[src/rtl/ctrl_pkg.sv]
// Shared types and encodings for the multi-cycle MIPS controller:
// FSM states, instruction classes, opcode/funct and ALU encodings.
package ctrl_pkg;

  typedef enum logic [2:0] {
    FETCH,
    DECODE,
    EXECUTE,
    MEM,
    WB,
    FAULT
  } state_t;

  typedef enum logic [2:0] {
    C_RTYPE,
    C_LW,
    C_SW,
    C_BEQ,
    C_ADDI,
    C_ORI,
    C_J,
    C_ILL
  } iclass_t;

  localparam logic [5:0] OP_RTYPE = 6'b000000;
  localparam logic [5:0] OP_LW    = 6'b100011;
  localparam logic [5:0] OP_SW    = 6'b101011;
  localparam logic [5:0] OP_BEQ   = 6'b000100;
  localparam logic [5:0] OP_ADDI  = 6'b001000;
  localparam logic [5:0] OP_ORI   = 6'b001101;
  localparam logic [5:0] OP_J     = 6'b000010;

  localparam logic [5:0] FN_ADD = 6'b100000;
  localparam logic [5:0] FN_SUB = 6'b100010;
  localparam logic [5:0] FN_AND = 6'b100100;
  localparam logic [5:0] FN_OR  = 6'b100101;
  localparam logic [5:0] FN_SLT = 6'b101010;

  localparam logic [2:0] ALU_SLT = 3'b000;
  localparam logic [2:0] ALU_SUB = 3'b001;
  localparam logic [2:0] ALU_ADD = 3'b101;
  localparam logic [2:0] ALU_OR  = 3'b110;
  localparam logic [2:0] ALU_AND = 3'b111;

  function automatic logic uses_imm(iclass_t c);
    return (c == C_LW) || (c == C_SW) ||
           (c == C_ADDI) || (c == C_ORI);
  endfunction

endpackage

[src/rtl/instr_decoder.sv]
// Combinational instruction classifier.
// Ports: instr in; cls, alucontrol, illegal, uses_rd out.
module instr_decoder
  import ctrl_pkg::*;
(
  input  logic [31:0] instr,
  output iclass_t     cls,
  output logic [2:0]  alucontrol,
  output logic        illegal,
  output logic        uses_rd
);

  logic [5:0] op;
  logic [5:0] fn;
  logic [2:0] r_alu;
  logic       r_ok;
  logic       unused_f;

  assign op = instr[31:26];
  assign fn = instr[5:0];
  assign unused_f = ^instr[25:6];

  always_comb begin
    r_alu = ALU_ADD;
    r_ok  = 1'b1;
    unique case (1'b1)
      fn == FN_ADD: r_alu = ALU_ADD;
      fn == FN_SUB: r_alu = ALU_SUB;
      fn == FN_AND: r_alu = ALU_AND;
      fn == FN_OR:  r_alu = ALU_OR;
      fn == FN_SLT: r_alu = ALU_SLT;
      default:      r_ok  = 1'b0;
    endcase
  end

  always_comb begin
    cls        = C_ILL;
    alucontrol = ALU_ADD;
    unique case (1'b1)
      op == OP_RTYPE: begin
        if (r_ok) begin
          cls        = C_RTYPE;
          alucontrol = r_alu;
        end
      end
      op == OP_LW:   cls = C_LW;
      op == OP_SW:   cls = C_SW;
      op == OP_BEQ: begin
        cls        = C_BEQ;
        alucontrol = ALU_SUB;
      end
      op == OP_ADDI: cls = C_ADDI;
      op == OP_ORI: begin
        cls        = C_ORI;
        alucontrol = ALU_OR;
      end
      op == OP_J:    cls = C_J;
      default:       cls = C_ILL;
    endcase
  end

  assign illegal = (cls == C_ILL);
  assign uses_rd = (cls == C_RTYPE);

endmodule

[src/rtl/multicycle_controller.sv]
// Multi-cycle MIPS sequencer: FSM, memory wait timeout, retire count.
// Ports: clk, reset(n), instr, imem/dmem req/ack, zero in; datapath controls, fault, retired out.
module multicycle_controller
  import ctrl_pkg::*;
#(
  parameter int MEM_TIMEOUT = 255,
  parameter int RET_W       = 32
) (
  input  logic             clk,
  input  logic             reset,
  input  logic [31:0]      instr,
  input  logic             imem_ack,
  output logic             imem_req,
  output logic             irwrite,
  input  logic             dmem_ack,
  output logic             dmem_req,
  output logic             dmem_we,
  input  logic             zero,
  output logic             pcen,
  output logic             regwrite,
  output logic             memtoreg,
  output logic             alusrcbimm,
  output logic [4:0]       destreg,
  output logic             dobranch,
  output logic             jump,
  output logic [2:0]       alucontrol,
  output logic             fault,
  output logic [RET_W-1:0] retired
);

  state_t     state;
  state_t     state_n;
  logic       run;
  logic [15:0] wcnt;
  logic [15:0] wcnt_n;
  logic       expired;
  iclass_t    cls;
  logic [2:0] alu;
  logic       illegal;
  logic       uses_rd;
  logic       imm;
  logic [4:0] rt;
  logic [4:0] rd;
  logic       unused_i;

  instr_decoder u_dec (
    .instr      (instr),
    .cls        (cls),
    .alucontrol (alu),
    .illegal    (illegal),
    .uses_rd    (uses_rd)
  );

  assign rt  = instr[20:16];
  assign rd  = instr[15:11];
  assign imm = uses_imm(cls);
  assign unused_i = ^{instr[31:21], instr[10:0]};

  // Last allowed wait cycle; an ack in this cycle still wins.
  assign expired = (wcnt == 16'(MEM_TIMEOUT - 1));

  // run holds outputs quiet until the first edge after reset release.
  always_ff @(posedge clk or negedge reset) begin
    if (!reset) begin
      state   <= FETCH;
      run     <= 1'b0;
      wcnt    <= '0;
      retired <= '0;
    end else begin
      run   <= 1'b1;
      state <= state_n;
      wcnt  <= wcnt_n;
      if (pcen)
        retired <= retired + RET_W'(1);
    end
  end

  always_comb begin
    state_n    = state;
    wcnt_n     = '0;
    imem_req   = 1'b0;
    irwrite    = 1'b0;
    dmem_req   = 1'b0;
    dmem_we    = 1'b0;
    pcen       = 1'b0;
    regwrite   = 1'b0;
    memtoreg   = 1'b0;
    alusrcbimm = 1'b0;
    destreg    = '0;
    dobranch   = 1'b0;
    jump       = 1'b0;
    alucontrol = '0;
    fault      = 1'b0;
    if (run) begin
      unique case (state)
        FETCH: begin
          imem_req = 1'b1;
          if (imem_ack) begin
            irwrite = 1'b1;
            state_n = DECODE;
          end else if (expired) begin
            state_n = FAULT;
          end else begin
            wcnt_n = wcnt + 16'd1;
          end
        end
        DECODE: begin
          state_n = illegal ? FAULT : EXECUTE;
        end
        EXECUTE: begin
          alucontrol = alu;
          alusrcbimm = imm;
          unique case (cls)
            C_RTYPE, C_ADDI, C_ORI:
              state_n = WB;
            C_LW, C_SW:
              state_n = MEM;
            C_BEQ: begin
              dobranch = zero;
              pcen     = 1'b1;
              state_n  = FETCH;
            end
            C_J: begin
              jump    = 1'b1;
              pcen    = 1'b1;
              state_n = FETCH;
            end
            default:
              state_n = FAULT;
          endcase
        end
        MEM: begin
          // Address operands stay driven until the access completes.
          alucontrol = alu;
          alusrcbimm = imm;
          dmem_req   = 1'b1;
          dmem_we    = (cls == C_SW);
          if (dmem_ack) begin
            pcen    = 1'b1;
            state_n = FETCH;
            if (cls == C_LW) begin
              regwrite = 1'b1;
              memtoreg = 1'b1;
              destreg  = rt;
            end
          end else if (expired) begin
            state_n = FAULT;
          end else begin
            wcnt_n = wcnt + 16'd1;
          end
        end
        WB: begin
          alucontrol = alu;
          alusrcbimm = imm;
          regwrite   = 1'b1;
          destreg    = uses_rd ? rd : rt;
          pcen       = 1'b1;
          state_n    = FETCH;
        end
        FAULT: begin
          fault = 1'b1;
        end
        default: begin
          state_n = FAULT;
        end
      endcase
    end
  end

endmodule

[config.mk]
export PLATFORM = sky130hd
export DESIGN_NAME = multicycle_controller
export DESIGN_NICKNAME = d
export VERILOG_FILES = /design/src/rtl/ctrl_pkg.sv /design/src/rtl/instr_decoder.sv /design/src/rtl/multicycle_controller.sv
export SDC_FILE = /design/constraint.sdc
export NUM_CORES = 1
export LEC_CHECK = 0
export BUFFER_PORTS_ARGS = -buffer_cell sky130_fd_sc_hd__buf_2
export CORE_UTILIZATION = 53
export CTS_CLUSTER_DIAMETER = 60
export DETAILED_ROUTE_END_ITERATION = 10
export PLACE_DENSITY = 0.82
export SYNTH_ARGS = -nofsm -noshare
export SYNTH_HDL_FRONTEND = slang
export SYNTH_SLANG_ARGS = --single-unit
[constraint.sdc]
create_clock -name clk -period 2.2 [get_ports clk]
set_clock_uncertainty 0.2 [all_clocks]
set_input_delay 0.11 -clock clk [delete_from_list [all_inputs] [get_ports clk]]
set_output_delay 0.11 -clock clk [all_outputs]
set_load 0.02 [all_outputs]
==> results.sh <==
export IMPL_core_area_sq_um=5640
export IMPL_period_share=0.976
export IMPL_async_flop_share=1.00
export IMPL_clkLatencyLatePin_ns=0.30
export IMPL_synth_edf_count=0
export IMPL_status="finished clean"
export IMPL_fin_setup_tns_ns=0
export IMPL_place_ws_ns=0.101
export IMPL_hp_class="in2reg"
export IMPL_start_util=0.563
export IMPL_rsz0062_at_grt="yes"
export IMPL_ys_ff_latch=52
export IMPL_die_h_microns=79.4
export IMPL_drtPass1Iterations=4
export IMPL_clock_fmax_mhz=466
export IMPL_netlist_area_sq_um=3170
export IMPL_critPathLaunchType="register"
export IMPL_fin_nets=465
export IMPL_synth_top_family_by_area="simple AND/OR/NAND/NOR gates"
export IMPL_synth_xor_area_frac=0.127
export IMPL_holdPathStages=5
export IMPL_grt_max_degree=25
export IMPL_num_antenna_cells=0
export IMPL_drtIter0Drc=77
export IMPL_place_congestion=0.833
export IMPL_holdPathEnd="state[0]"
export IMPL_cp_max_fo=10
export IMPL_synthAdderAreaFrac=0.0154
export IMPL_yosysUniqueCellTypes=64
export IMPL_layout_setup_ws_ns=0.0539
export IMPL_p_leak_nw=1.88
export IMPL_avgSynthCellArea_sq_um=9.68
export IMPL_place_area_sq_um=3750
export IMPL_grt_first_pass_wirelength_microns=12100
export IMPL_required_ns=2.19
export IMPL_max_slew_margin=0.649
export IMPL_final_cell_mix="buf_2, dfrtp_1, buf_4, nand2_1, nor2_1"
export IMPL_boundaryPins=88
export IMPL_die_w_microns=79.4
export IMPL_ir_drop_mv=0.575
export IMPL_cts_tree="yes"
export IMPL_ys_flop_type="dfrtp_1"
export IMPL_crit_type="reg2reg"
export IMPL_cts_sinks=52
export IMPL_final_common_cell="buf_2"
export IMPL_synthMuxAreaShare=0.00355
export IMPL_finalInstanceArea_sq_um=3930
export IMPL_fin_hold_ws_ns=0.0652
export IMPL_period_needed_ns=2.15
export IMPL_overflow=0
export IMPL_wire_per_inst_microns=14.3
export IMPL_yosysSeqAreaShare=0.410
export IMPL_core_rowCount=27
export IMPL_finalHoldViolCount=0
export IMPL_finalSetupViolCount=0
export IMPL_die_area_sq_um=6300
export IMPL_grt_usage=0.241
export IMPL_cts_clk_slew_worst_paths_ns=0.09
export IMPL_synth_fp_nets=368
export IMPL_final_layout_size_suffix_gt1_frac=0.317
export IMPL_worst_ep_arrival_time_ns=2.13
export IMPL_placed_cells=485
export IMPL_synth_compound_area_frac=0.107
export IMPL_power_density_nw_per_um2=712
export IMPL_cts_buffers=5
export IMPL_cp_end_kind="register"
export IMPL_ys_warn_count=0
export IMPL_viasPerCell=5.60
export IMPL_worstReg2RegEnd="retired[7]"
export IMPL_final_cells=498
export IMPL_worst_slew_pin_slew_ns=0.526
export IMPL_root_buffer="clkbuf_8"
export IMPL_portBuffers=77
export IMPL_slew_viol_final=0
export IMPL_syn_inst=328
export IMPL_postRouteAntennaNets=0
export IMPL_synthSimpleGateAreaFrac=0.310
export IMPL_antenna_found_initial=0
export IMPL_clock_path_buffers=2
export IMPL_maxCapViolCount=0
export IMPL_hold_path_startpoint="imem_ack"
export IMPL_reg2reg_depth=7
export IMPL_routed_wirelength_microns=7130
export IMPL_setup_reg_to_reg_worst_slack_ns=0.05
export IMPL_drc=0
export IMPL_grt_pass1_vias=2696
export IMPL_htree_levels=2
export IMPL_num_vias=2788
export IMPL_hpwl_microns=5350
export IMPL_reg2reg_from="state[1]"
export IMPL_area_delta_synth_final_pct=23.8
==> worst max path at each step <==
| stage | slack, ns | to | depth (start not counted) | startpoint |
|---|---|---|---|---|
| 2_1_floorplan | 0.13 | retired[4] | 7 | retired[0] |
| 3_3_place_gp | 0.14 | destreg[0] | 7 | instr[27] |
| 3_5_place_dp | 0.10 | destreg[0] | 7 | instr[27] |
| 4_1_cts | 0.02 | destreg[0] | 7 | state[0] |
| 5_1_grt | -0.02 | retired[7] | 7 | state[1] |
| 6_report | 0.05 | retired[7] | 7 | state[1] |
==> sequential cells by signal, indices dropped and copies added (netlist names) <==
register,flops
retired,32
run,1
state,3
wcnt,16
==> synth_stat cells (2+ instances only) <==
master,instances,area [sq um]
o221ai_1,2,17.5
nor3b_1,2,15.0
inv_1,4,15.0
clkbuf_1,5,18.8
o21ai_0,11,55.1
and4b_1,2,20.0
xnor2_1,25,219
nor4_1,2,12.5
o21a_1,3,22.5
or2_2,2,12.5
or3_1,3,18.8
a21oi_1,7,35.0
nand2b_1,2,12.5
and3_1,14,87.6
o22ai_1,2,12.5
or2_1,2,12.5
nor3_1,9,45.0
buf_2,8,40.0
nor2_1,27,101
ha_1,3,37.5
xor2_1,21,184
nor2b_1,5,31.3
nand4_1,14,87.6
o2bb2ai_1,5,43.8
nor4bb_1,3,30.0
and4_1,8,70.1
nand3_1,15,75.1
and2_1,8,50.1
dfrtp_1,52,1300
nand2_1,28,105
==> routing by layer <==
metal / GRT usage / routed length, microns / up-vias
li1: - / - / 1375
met3: 0.0343 / 210 / 13
met1: 0.313 / 3130 / 1355
met5: 0 / 0 / -
met2: 0.412 / 3660 / 45
met4: 0.0836 / 138 / 0
==> critical path, stage by stage, from the launching register on <==
cell,delay [ns]
dfrtp_1,0.40
buf_4,0.14
buf_4,0.14
and4b_1,0.21
o2111ai_1,0.34
nand2_2,0.23
and3_1,0.23
xor2_1,0.14
==> final cells by class <==
class	count	area, sq um
multi-input cells	258	1810
fillers	434	1710
flip-flops and latches	52	1300
repair buffers	104	607
well taps	72	90.1
clock buffers	6	72.6
clock inverters	2	35.0
inverters	4	15.0
==> cell families after synthesis <==
kind of cell	count (synthesis)
buffers and inverters	18
adders and majority gates	4
DFF	52
AOI/OAI and AO/OA	43
muxes	1
xor gates and xnor gates	46
other	1
and+or+nand+nor	163
==> stage by stage <==
step | total power [W] | util
2_1_floorplan | 0.00173 | -
4_1_cts | 0.00275 | 0.687
3_5_place_dp | 0.00209 | 0.664
3_3_place_gp | 0.00207 | 0.664
6_report | 0.00280 | 0.697
5_1_grt | 0.00294 | 0.697
==> power by group <==
part	total, W	internal, W	switching (W)
Clock	0.000638	0.000338	0.000300
Combinational	0.00104	0.000452	0.000584
Sequential	0.00112	0.00104	0.0000878
Total	0.00280	0.00183	0.000972
==> what timing repair did <==
action                                 CTS  global route
hold buffers                             1             0
pin swaps                                0             3
endpoints found under the hold margin   22             0
resized for setup                        3            10
setup buffers                            0             4
setup endpoints to repair                5            15
(Power assumes the default switching activity.)
